<file path="src/rtl/jtpang_objdma.sv">
// rtl/jtpang_objdma.sv - Pang object attribute table DMA engine
//
// Takes the Z80 bus on a rising edge of dma_go and copies 2**AW bytes starting
// at VRAM byte SRC_BASE into the object RAM. It then returns the bus.
//
// Ports:
//   clk, rst        system clock, synchronous active-high reset
//   cen             CPU clock enable; one byte is moved per cen once settled
//   LVBL            vertical blank (active low), used only with the macro below
//   dma_go          CPU I/O strobe level; its rising edge requests a transfer
//   busrq_n/busak_n Z80 bus request / acknowledge handshake
//   dma_cs          high while this block owns VRAM
//   dma_addr        VRAM byte address (SRC_BASE + cnt)
//   dma_din         VRAM read data, one clk latency
//   obj_addr/obj_din/obj_we  object RAM write port
//   dma_busy        request accepted and not yet back in IDLE
//
// Configuration macro: JTPANG_DMA_VBLANK_EN - when defined, a pending request
// leaves IDLE only while LVBL is low.
module jtpang_objdma #(
   parameter int          AW       = 9,
   parameter logic [11:0] SRC_BASE = 12'hE00
)(
   input  logic          clk,
   input  logic          rst,
   input  logic          cen,
   input  logic          LVBL,
   input  logic          dma_go,
   output logic          busrq_n,
   input  logic          busak_n,
   output logic          dma_cs,
   output logic [11:0]   dma_addr,
   input  logic [7:0]    dma_din,
   output logic [AW-1:0] obj_addr,
   output logic [7:0]    obj_din,
   output logic          obj_we,
   output logic          dma_busy
);

   localparam logic [1:0] IDLE = 2'd0;
   localparam logic [1:0] REQ  = 2'd1;
   localparam logic [1:0] COPY = 2'd2;
   localparam logic [1:0] REL  = 2'd3;

   localparam logic [AW-1:0] LAST = '1;

   logic [1:0]    state;
   logic          pend;
   logic          go_l;
   logic          settled;
   logic [AW-1:0] cnt;
   logic          rise;
   logic          vb_ok;
   logic          leave;

   assign rise = dma_go & ~go_l;

`ifdef JTPANG_DMA_VBLANK_EN
   assign vb_ok = ~LVBL;
`else
   logic unused_lvbl;
   assign unused_lvbl = LVBL;
   assign vb_ok       = 1'b1;
`endif

   assign leave    = (state == IDLE) & pend & vb_ok;
   assign dma_addr = SRC_BASE + 12'(cnt);
   assign dma_busy = (state != IDLE) | pend;

   always_ff @(posedge clk) begin
      if (rst) begin
         state    <= IDLE;
         pend     <= 1'b0;
         go_l     <= 1'b0;
         settled  <= 1'b0;
         cnt      <= '0;
         busrq_n  <= 1'b1;
         dma_cs   <= 1'b0;
         obj_we   <= 1'b0;
         obj_addr <= '0;
         obj_din  <= 8'd0;
      end else begin
         go_l   <= dma_go;
         obj_we <= 1'b0;
         // A new edge in the same clk that consumes pend queues a fresh request.
         if (rise)
            pend <= 1'b1;
         else if (leave)
            pend <= 1'b0;

         case (state)
            IDLE: begin
               busrq_n <= 1'b1;
               dma_cs  <= 1'b0;
               if (leave) begin
                  state   <= REQ;
                  busrq_n <= 1'b0;
               end
            end
            REQ: begin
               if (!busak_n) begin
                  state   <= COPY;
                  dma_cs  <= 1'b1;
                  cnt     <= '0;
                  settled <= 1'b0;
               end
            end
            COPY: begin
               if (busak_n) begin
                  // Bus taken back early: stop without writing any further byte.
                  state  <= REL;
                  dma_cs <= 1'b0;
               end else if (cen && settled) begin
                  obj_we   <= 1'b1;
                  obj_addr <= cnt;
                  obj_din  <= dma_din;
                  cnt      <= cnt + 1'b1;
                  settled  <= 1'b0;
                  if (cnt == LAST) begin
                     state  <= REL;
                     dma_cs <= 1'b0;
                  end
               end else begin
                  // VRAM data for the current address is valid one clk later.
                  settled <= 1'b1;
               end
            end
            REL: begin
               busrq_n <= 1'b1;
               dma_cs  <= 1'b0;
               if (busak_n)
                  state <= IDLE;
            end
            default: state <= IDLE;
         endcase
      end
   end

endmodule
</file>
<file path="config.mk">
export PLATFORM = sky130hd
export DESIGN_NAME = jtpang_objdma
export DESIGN_NICKNAME = d
export VERILOG_FILES = /design/src/rtl/jtpang_objdma.sv
export SDC_FILE = /design/constraint.sdc
export NUM_CORES = 1
export LEC_CHECK = 0
export CAP_MARGIN = 5
export CORE_ASPECT_RATIO = 0.8
export CORE_MARGIN = 2
export CORE_UTILIZATION = 46
export DETAILED_ROUTE_END_ITERATION = 8
export DONT_BUFFER_PORTS = 1
export GPL_TIMING_DRIVEN = 1
export PLACE_DENSITY_LB_ADDON = 0.12
export SYNTH_ARGS = -nofsm -noshare
export SYNTH_HDL_FRONTEND = slang
export SYNTH_SLANG_ARGS = --single-unit
</file>
<file path="constraint.sdc">
create_clock -name clk -period 2.2 [get_ports clk]
set_clock_uncertainty 0.2 [all_clocks]
set_input_delay 0.44 -clock clk [delete_from_list [all_inputs] [get_ports clk]]
set_output_delay 0.44 -clock clk [all_outputs]
set_load 0.05 [all_outputs]
</file>
### Word level (Yosys, flattened, before mapping)

Index checks and enable logic that the tools add are counted.

| storage, ports and cells | value |
|---|---|
| bits in read-only memories | 0 |
| input port bits | 14 |
| memories kept | 0 |
| flip-flop bits (word level) | 34 |
| bits in latches | 0 |
| bits in writable memories | 0 |

| cells by class | value |
|---|---|
| multiplexer cells | 25 |
| bitwise gates (word level) | 6 |
| equal/unequal tests | 11 |
| add/subtract/negate cells | 2 |
| divide/modulo/power cells | 0 |
| reductions and logical operators | 13 |
| shifts and indexed selects | 0 |
| multiply operators | 0 |
| order comparisons | 0 |

Operators with widths:

| operator | count |
|---|---|
| 9-bit 2-to-1 mux | 3 |
| 9-bit one-hot mux with 2 select lines | 1 |
| 2-bit 2-to-1 mux | 6 |
| 10-bit by 10-bit adder with 11-bit output (first input constant) | 1 |
| 1-bit 2-to-1 mux | 11 |
| 2-bit != test (second input constant) | 5 |
| 9-bit by 1-bit adder with 9-bit output (second input constant) | 1 |
| 9-bit == test (second input constant) | 1 |
| 3-bit AND reduction | 3 |
| 2-bit one-hot mux with 4 select lines | 1 |
| 2-bit nonzero test | 4 |
| 3-bit != test (second input constant) | 2 |
| 5-bit AND reduction | 1 |
| 2-bit == test (second input constant) | 2 |
| 1-bit one-hot mux with 2 select lines | 2 |
| 4-bit AND reduction | 1 |
| 1-bit inverter | 3 |
| 1-bit one-hot mux with 3 select lines | 1 |
| 3-bit OR reduction | 1 |
| 1-bit AND | 2 |
| 2-bit by 1-bit == test with 1-bit output (second input constant) | 1 |
| 2-bit zero test | 1 |
| 2-bit OR reduction | 1 |
| 1-bit logical AND | 1 |
| 1-bit bitwise OR | 1 |

### Logic depth before layout (Yosys ltp)

Gate-level depths: netlist of run 1.

| depth | value |
|---|---|
| word-level depth | 5 |
| depth in mapped cells | 8 |

### Least setup slack after synthesis of run 1

Ideal clock, no wire load.

| path | value |
|---|---|
| path type | flip-flop to flip-flop |
| from | reg cnt[0] |
| to | reg state[0] |
| cell stages (with the launch flop) | 8 |
| library setup time | 0.072 ns |
| setup slack | 0.025 ns |
| path buffers | 0 |
| arrival | 1.904 ns |
| clock period less this slack | 2.175 ns |
| cell sequence | dfxtp_1 > ha_1 > nand3_1 > nor2_1 > ha_1 > nand3_1 > a211oi_2 > mux2i_1 |

| on the way | value |
|---|---|
| word-level cells in the longest chain between the ends | 3 |

RTL lines:

| what | line | RTL |
|---|---|---|
| start, declared | 51 | `logic [AW-1:0] cnt;` |
| start signal, assigned | 117 | `cnt <= cnt + 1'b1;` |
| 9-bit == test | 119 | `if (cnt == LAST) begin` |
| 3-bit != test (no source line) | -- |  |
| 5-bit AND reduction (no source line) | -- |  |
| end signal, assigned | 120 | `state <= REL;` |
| end signal, assigned | 132 | `state <= IDLE;` |
| end signal, assigned | 134 | `default: state <= IDLE;` |
| end, declared | 47 | `logic [1:0] state;` |

No other way between the ends.
A chain may end at the register's enable or synchronous reset.

### Final worst setup path of run 1

| path | value |
|---|---|
| from | reg state[0] |
| to | out dma_busy |

| on the way | value |
|---|---|
| word-level cells in the longest chain between the ends | 2 |

RTL lines:

| what | line | RTL |
|---|---|---|
| start signal, assigned | 72 | `state <= IDLE;` |
| start signal, assigned | 96 | `state <= REQ;` |
| start signal, assigned | 102 | `state <= COPY;` |
| 2-bit nonzero test | 68 | `assign dma_busy = (state != IDLE) \| pend;` |
| 1-bit bitwise OR | 68 |  |
| end, declared | 37 | `output logic dma_busy` |

No other way between the ends.

==> results of run 1 <==
-- critical path, cell delays in order (launching register included) --
cell and delay, ns:
dfxtp_1 0.43, inv_1 0.12, ha_1 0.23, nor2b_1 0.17
inv_2 0.20
-- power groups by stage --
stage	logic (uW)	clock network, uW	registers (uW)
finish	407	582	712
global route	449	621	717
CTS	391	599	711
detailed placement	388	0	725
global placement	377	0	722
floorplan	366	0	717
-- cells in the final DEF (no fill, tap or decap) --
| master | instances |
|---|---|
| nand2_1 | 38 |
| dfxtp_1 | 34 |
| a21oi_1 | 25 |
| buf_4 | 14 |
| nand3_1 | 10 |
| mux2i_1 | 8 |
| ha_1 | 8 |
| nand2b_1 | 6 |
| nand3b_1 | 6 |
| or3b_1 | 6 |
| clkbuf_8 | 6 |
| inv_1 | 4 |
| nor2b_1 | 4 |
| a211oi_2 | 4 |
| nor2_1 | 3 |
| conb_1 | 3 |
| o21bai_1 | 2 |
| nand4_1 | 1 |
| inv_2 | 1 |
| and4b_1 | 1 |
| nand4b_1 | 1 |
| mux2_1 | 1 |
| a22oi_1 | 1 |
| nor4bb_1 | 1 |
| a221o_1 | 1 |
| mux2_2 | 1 |
| o311ai_0 | 1 |
| or3b_4 | 1 |
| a21boi_1 | 1 |
| bufinv_16 | 1 |
| or3b_2 | 1 |
-- area by class of cell --
cell class / count / area (um2)
repair buffers: 14 / 105
inverters: 5 / 18.8
flip-flops and latches: 34 / 681
fillers: 325 / 1570
clock inverters: 1 / 30.0
well taps: 42 / 52.6
clock buffers: 6 / 82.6
multi-input cells: 135 / 857
-- state kept, by name (all words and copies together) (netlist names) --
register and cells:
busrq_n 1, cnt 9, dma_cs 1, go_l 1, obj_addr 9, obj_din 8, obj_we 1, pend 1
settled 1, state 2
-- metal layers --
metal	GRT usage (%)	vias to the layer above
met2	25.5	44
met5	0	-
li1	-	648
met4	5.39	0
met3	9.54	4
met1	23.4	593
-- kinds of logic (layout without fill, tap and decap cells) --
kind of cell | after synthesis | after routing | share of synthesized area (%)
mux | 10 | 10 | 6.30
compound gates | 35 | 35 | 13.7
simple gates | 78 | 79 | 25.2
flops | 34 | 34 | 41.8
buf+inv | 20 | 26 | 6.61
fa+ha+maj | 8 | 8 | 6.14
other cells | 1 | 3 | 0.230
-- final timing paths --
kind	from	endpoint	slack (ns)
max	state[0]	dma_busy	0.13
min	rst	settled	0.02
min reg2reg	pend	pend	0.28
max reg2reg	state[0]	cnt[5]	0.15
-- timing repair --
item	4_1_cts	5_1_grt
endpoints found under the setup margin	0	4
resized for setup	0	1
buffers inserted	0	1
endpoints found under the hold margin	0	0
-- through the flow --
step,instances,power [uW],util [%],area (um2)
floorplan,188,1080,-,1640
global placement,228,1100,49.9,1700
detailed placement,228,1110,49.9,1700
CTS,235,1700,53.3,1810
global route,237,1790,53.7,1830
finish,237,1700,53.7,1830
==> results by group, run 1 <==
Synthesis
  – Cell Area, Synth: around 1600 um2
  – Share of flip-flops with an asynchronous set or reset: 0%
  – Number of synthesized flops with an enable pin: 0
  – Synth top cells by count: 38 x nand2_1, 34 x dfxtp_1, 25 x a21oi_1
  – Yosys warning count: 0
  – Synth area leader: dfxtp_1
  – Top-count cell post-synth: nand2_1
  – Synth Area per Inst: between 8 and 9 um2
  – Cells after synthesis: 186
  – Unique cell type count in the Yosys netlist: 30
  – Synth area leaders: dfxtp_1 42%, nand2_1 8.8%, a21oi_1 7.7%, ha_1 6.1%, mux2i_1 4.9%
  – Primary FF master, synth: dfxtp_1
  – Flop and latch count out of synthesis: 34
  – Post-synthesis sequential area ratio: approximately two fifths
  – Post-synth top area share: around two fifths

Timing
  – Max Freq: approximately 480 MHz
  – Slew HR: about 65%
  – Setup TNS: 0 ns
  – Part of the cycle the worst path needs: between 90% and 100%
  – PnR worst setup slack: about 0.13 ns
  – Setup violators final: 0
  – Min Tclk post-route: between 2 and 2.5 ns
  – RSZ-0062 raised after global routing: no
  – Slew @ Worst Pin: about 0.52 ns
  – Final hold violation count: 0
  – Final hold slack: between 0.015 and 0.02 ns
  – Slew Limit Fails: 0

Worst setup path
  – Crit path kind: flop to output port
  – Critical path endpoint category: output port
  – CP Data Required Time: approximately 1.6 ns
  – R2R depth: 5
  – WP data arrival: around 1.4 ns
  – Startpoint type of the worst setup path: flop
  – CP max FO: 5

Power
  – Internal: ~1200 uW
  – Leak Pwr: about 0.00066 uW
  – Switching power: 522 uW
  – Power per cell area: around 930 nW/um2
  – Power share of the combinational group: between 20% and 30%
  – Net Sw Frac: a little under a third
  – Peak supply drop: 497 uV
  – Flop pwr share: about two fifths
  – Clock Power Share: between 30% and 40%

Cells and area
  – Diodes inserted: 0
  – Synth-to-Final Area Change: 12.1%
  – Share of cells above drive strength 1: ~15%
  – Nets: 217

Floorplanning
  – Die W: approximately 70 um
  – Initial core utilization: 47.9%
  – Row count: 19
  – Core ar.: 3400 um2
  – IO Count: 47
  – Die Y: between 50 and 60 um
  – Die ar.: 4040 um2

Routing
  – Via count: 1,289
  – Detailed Route Iter0 Violations: 81
  – Drt via density: roughly 5.4
  – Drt pass-1 iters: 4
  – WL final: between 3000 and 4000 um
  – Residual DRC: 0
  – Top sig layer: met4
  – Routed len/inst: 14.8 um
  – Metal1 wirelength: between 1500 and 2000 um
  – Met3 wire len: ~340 um
  – Antenna-violating nets left: 0
  – Met2 routed WL: about 1500 um

Clocking
  – Clock-pin transition on the worst setup and hold timing paths: around 0.07 ns
  – Num CTS Buffers: 5
  – Cts hold-fix bufs: 0
  – Worst skew pair latency: between 0.2 and 0.3 ns
  – CTS root buf: clkbuf_8
  – # clock sinks: 34
  – CTS tree: built
  – H-Tree Depth: 2
  – Clock tree buffer depth: 2

Placed design
  – Pre-CTS setup slack: roughly 0.12 ns
  – Routability Congestion: 0.765
  – Port bufs: 0
  – DP HPWL: 2310 um

GRT
  – Total gr overflow: 0
  – First-pass GRT wire length: roughly 5600 um
  – Antenna violations before repair: 0
  – Via count of the first global-routing pass: 1,178
  – Pin count of the biggest net entering global routing: 43
  – Aggregate global-route resource usage: around 18%

Hold path
  – Hold Path Class: primary input to flop
  – WHS Path Cells: 1

Run status
  – Status: complete, no violations

Run
  – Max-cap violation count: 0
(Power assumes the default switching activity.)
==> run 2, diff against run 1 <==
MAX_ROUTING_LAYER = met4   (was unset)
==> results by group, run 2 (synthesis gave the netlist of run 1 again) <==
Run status
  – Status: complete, no violations

Clocking
  – H-Tree Depth: 2
  – CTS root buf: clkbuf_8
  – Worst skew pair latency: 0.28 ns
  – # clock sinks: 34
  – Cts hold-fix bufs: 0
  – Num CTS Buffers: 5
  – CTS tree: built
  – Clock-pin transition on the worst setup and hold timing paths: about 0.07 ns
  – Clock tree buffer depth: 2

GRT
  – Pin count of the biggest net entering global routing: 43
  – Via count of the first global-routing pass: ~1.2k
  – Total gr overflow: 0
  – Antenna violations before repair: 0
  – First-pass GRT wire length: 5620 um
  – Aggregate global-route resource usage: about 18%

Routing
  – Antenna-violating nets left: 0
  – WL final: 3530 um
  – Detailed Route Iter0 Violations: 74
  – Residual DRC: 0
  – Drt via density: between 5 and 6
  – Via count: roughly 1.3k
  – Drt pass-1 iters: 4
  – Routed len/inst: 14.9 um

Timing
  – Slew Limit Fails: 0
  – Final hold violation count: 0
  – Slew HR: roughly two thirds
  – Min Tclk post-route: between 2 and 2.5 ns
  – Setup violators final: 0
  – Max Freq: 482 MHz
  – Setup TNS: 0 ns
  – Part of the cycle the worst path needs: approximately 94%
  – Slew @ Worst Pin: roughly 0.52 ns
  – RSZ-0062 raised after global routing: no

Cells and area
  – Layout Utilization: 53.7%
  – Synth-to-Final Area Change: 12.1%
  – Share of cells above drive strength 1: about 15%
  – Most frequent cells in the layout: 38 x nand2_1, 34 x dfxtp_1, 25 x a21oi_1, 14 x buf_4, 10 x nand3_1
  – Area of the multi-input gates: between 800 and 900 um2
  – Biggest regs: cnt: 9 flops, obj_addr: 9 flops, obj_din: 8 flops
  – Nets: about 220
  – Design area: approximately 1800 um2
  – Sequential standard cell area: 681 um2
  – Fillcell total: roughly 330
  – Most common cell after layout, fill and taps aside: nand2_1
  – Diodes inserted: 0

Run
  – Max-cap violation count: 0

Power
  – Power share of the combinational group: between 20% and 30%
  – Net Sw Frac: a little under a third
  – Flop pwr share: roughly two fifths
  – Peak supply drop: 498 uV
  – Leak Pwr: between 0.0006 and 0.0007 uW
  – Clock Power Share: approximately a third
  – Switching power: roughly 520 uW
  – Power per cell area: just over 900 nW/um2
  – Internal: roughly 1200 uW

Hold path
  – WHS Path Cells: 1
  – HP Start: rst
  – WHS Endpoint: settled
  – Hold Path Class: primary input to flop

Worst setup path
  – FF-to-FF setup slack: 0.15 ns
  – WP data arrival: between 1 and 1.5 ns
  – CP Data Required Time: between 1.5 and 2 ns
  – RR Startpoint: state[0]
  – CP max FO: 5
  – R2R depth: 5
  – Startpoint type of the worst setup path: flop
  – Crit path kind: flop to output port
  – Reg-to-reg critical path endpoint: cnt[5]
  – Critical path endpoint category: output port

Floorplanning
  – Initial core utilization: ~48%
  – Die W: 70.5 um
  – Core ar.: around 3400 um2
  – Row count: 19
  – IO Count: 47
  – Die ar.: between 4000 and 5000 um2
  – Die Y: ~57 um

Placed design
  – Post-DP Area: about 1700 um2
  – DP HPWL: around 2300 um
  – Routability Congestion: slightly below 0.8
  – Port bufs: 0
-- run 2: how the worst max path moves through the flow --
| stage | start | to | slack [ns] | depth (start not counted) |
|---|---|---|---|---|
| 2_1_floorplan | cnt[0] | state[0] | 0.02 | 7 |
| 3_3_place_gp | state[0] | cnt[5] | 0.20 | 5 |
| 3_5_place_dp | state[0] | cnt[5] | 0.12 | 5 |
| 4_1_cts | state[0] | dma_busy | 0.01 | 4 |
| 5_1_grt | state[0] | cnt[5] | 0.009 | 5 |
| 6_report | state[0] | dma_busy | 0.12 | 4 |
-- run 2: critical path, stage by stage, from the launching register on --
cell and delay (ns):
dfxtp_1 0.43, inv_1 0.12, ha_1 0.23, nor2b_1 0.17
inv_2 0.20
-- run 2: power by group through the flow --
stage | Combinational, uW | Sequential, uW | Clock (uW)
final | 408 | 712 | 582
after global routing | 449 | 717 | 621
after CTS | 391 | 711 | 599
after detailed placement | 388 | 725 | 0
after global placement | 377 | 722 | 0
after floorplan | 366 | 717 | 0
-- run 2: timing repair --
action                     4_1_cts  5_1_grt
setup buffers                    0        1
resized for setup                0        1
setup endpoints to repair        0        4
-- run 2: stage by stage --
| stage | hold WS [ns] | std cells | power, uW | setup slack, ns |
|---|---|---|---|---|
| finish | 0.0160 | 237 | 1700 | 0.125 |
| global route | 0.00534 | 237 | 1790 | 0.00897 |
| CTS | 0.00837 | 235 | 1700 | 0.0103 |
| detailed placement | 0.267 | 228 | 1110 | 0.123 |
| global placement | 0.263 | 228 | 1100 | 0.197 |
| floorplan | 0.253 | 188 | 1080 | 0.0245 |
-- run 2: per-layer routing --
layer | vias up | track usage, % | routed length, um
li1 | 647 | - | -
met2 | 41 | 25.5 | 1490
met4 | 0 | 5.39 | 28
met3 | 4 | 9.01 | 321
met1 | 590 | 23.7 | 1680
met5 | - | - | 0
-- run 2: final cells by class --
cell class,instances,share of cell area [%]
Multi-Input combinational cell,135,46.9
Sequential cell,34,37.3
Timing Repair Buffer,14,5.75
Clock buffer,6,4.52
Tap cell,42,2.88
Clock inverter,1,1.64
Inverter,5,1.03
==> run 3, diff against run 2 <==
CORE_UTILIZATION = 55   (was 46)
==> results by group, run 3 (synthesis gave the netlist of run 1 again) <==
Run status
  – Status: complete, no violations

Run
  – Max-cap violation count: 0

GRT
  – Antenna violations before repair: 0
  – GRT met1 Usage: 22.4%
  – First-pass GRT wire length: between 5000 and 6000 um
  – Total gr overflow: 0
  – Via count of the first global-routing pass: around 1.2k
  – Aggregate global-route resource usage: just over 20%
  – GRT busiest layer: met2
  – Met3 usage: 6.24%
  – Pin count of the biggest net entering global routing: 43
  – Met2 GRT Util: 36.9%

Worst setup path
  – Critical path endpoint category: output port
  – Startpoint type of the worst setup path: flop
  – RR Startpoint: state[1]
  – FF-to-FF setup slack: roughly 0.19 ns
  – Crit path largest cell delay: 0.41 ns
  – Critical Path, Cell by Cell: inv_1 > ha_1 > nor2b_1 > inv_2
  – Slowest-stage cell, CP: dfxtp_1
  – CP max FO: 5
  – Crit path kind: flop to output port
  – WP data arrival: about 1.4 ns
  – Worst Setup EP: dma_busy
  – Worst setup startpoint: state[0]
  – R2R depth: 5
  – Reg-to-reg critical path endpoint: cnt[5]
  – CP Data Required Time: 1.56 ns

Clocking
  – Clock tree buffer depth: 2
  – Setup Fix Bufs, Post-CTS: 0
  – CTS tree: built
  – Cts hold-fix bufs: 0
  – # clock sinks: 34
  – Num CTS Buffers: 5
  – CTS root buf: clkbuf_8
  – H-Tree Depth: 2
  – Clock-pin transition on the worst setup and hold timing paths: roughly 0.07 ns
  – Worst skew pair latency: between 0.2 and 0.3 ns
  – Cells resized by post-CTS repair: 0

Power
  – Power per cell area: around 860 nW/um2
  – Leak Pwr: roughly 0.00065 uW
  – Peak supply drop: 659 uV

Timing
  – Setup TNS: 0 ns
  – Min Tclk post-route: about 2.0 ns
  – Slew Limit Fails: 0
  – Slew HR: between 60% and 70%
  – Part of the cycle the worst path needs: slightly above 90%
  – PnR worst setup slack: between 0.15 and 0.2 ns
  – Max Freq: 493 MHz
  – RSZ-0062 raised after global routing: no
  – Final hold violation count: 0
  – Slew @ Worst Pin: between 0.5 and 0.6 ns
  – Setup violators final: 0

Routing
  – Residual DRC: 0
  – Detailed Route Iter0 Violations: 76
  – Drt via density: between 5 and 6
  – WL final: about 3300 um
  – Routed len/inst: about 14 um
  – Via count: between 1k and 1.5k
  – Drt pass-1 iters: 4
  – Antenna-violating nets left: 0

Placed design
  – Routability Congestion: 0.724
  – Pre-CTS setup slack: approximately 0.19 ns
  – DP HPWL: around 2300 um
  – Port bufs: 0

Floorplanning
  – Die Y: between 50 and 60 um
  – Row count: 17
  – IO Count: 47
  – Core ar.: ~2800 um2
  – Initial core utilization: between 50% and 60%
  – Die ar.: between 3000 and 4000 um2
  – Die W: 64.8 um

Cells and area
  – Diodes inserted: 0
  – Synth-to-Final Area Change: 9.06%
  – Share of cells above drive strength 1: 13.5%
  – Most frequent cells in the layout: 38 x nand2_1, 34 x dfxtp_1, 25 x a21oi_1, 11 x buf_4, 10 x nand3_1
  – Biggest regs: cnt: 9 flops, obj_addr: 9 flops, obj_din: 8 flops
  – Most common cell after layout, fill and taps aside: nand2_1
  – Nets: between 200 and 250

Hold path
  – Hold Path Class: primary input to flop
## run 3: cell types whose count changed in the layout (fill, tap and decap cells not counted)
cell / delta
buf_12: +1
clkinv_2: +2
or3b_2: -1
buf_4: -3
bufinv_16: -1
clkbuf_8: -1
## run 3: worst min path at each step
| stage | start | to | slack (ns) | cells past startpoint |
|---|---|---|---|---|
| final | rst | obj_addr[2] | 0.03 | 1 |
| after global routing | rst | obj_din[1] | 0.02 | 1 |
| after CTS | rst | settled | 0.02 | 1 |
| after detailed placement | pend | pend | 0.28 | 2 |
| after global placement | pend | pend | 0.26 | 2 |
| after floorplan | pend | pend | 0.25 | 2 |
## run 3: cell type report
class,instances,area [um2]
Fill cell,258,1010
Multi-Input combinational cell,134,848
Sequential cell,34,681
Timing Repair Buffer,12,103
Clock buffer,5,68.8
Tap cell,38,47.5
Inverter,5,18.8
Clock inverter,2,10.0
## run 3: worst max-delay path, delay by kind of cell (launching register included)
family                     cells  cell delay [ns]
DFF                            1             0.41
and+or+nand+nor                1             0.17
adders and majority gates      1             0.23
buffers and inverters          2             0.31
## run 3: report_power, final
| part | total (uW) | switching [uW] | internal (uW) |
|---|---|---|---|
| clock | 418 | 206 | 212 |
| combinational | 395 | 234 | 161 |
| sequential | 711 | 62.0 | 649 |
## run 3: metrics by stage
step	cells	hold slack [ns]	area, um2	util [%]	total power (uW)
floorplan	188	0.253	1640	-	1080
global placement	223	0.265	1700	60.9	1100
detailed placement	223	0.280	1700	60.9	1120
CTS	230	0.0205	1780	63.8	1540
global route	230	0.0166	1780	63.8	1610
finish	230	0.0327	1780	63.8	1520
## run 3: metal layers
metal	vias to the layer above	wire, um
met5	-	0
met4	0	15
met3	2	197
met2	32	1680
met1	611	1400
li1	639	-
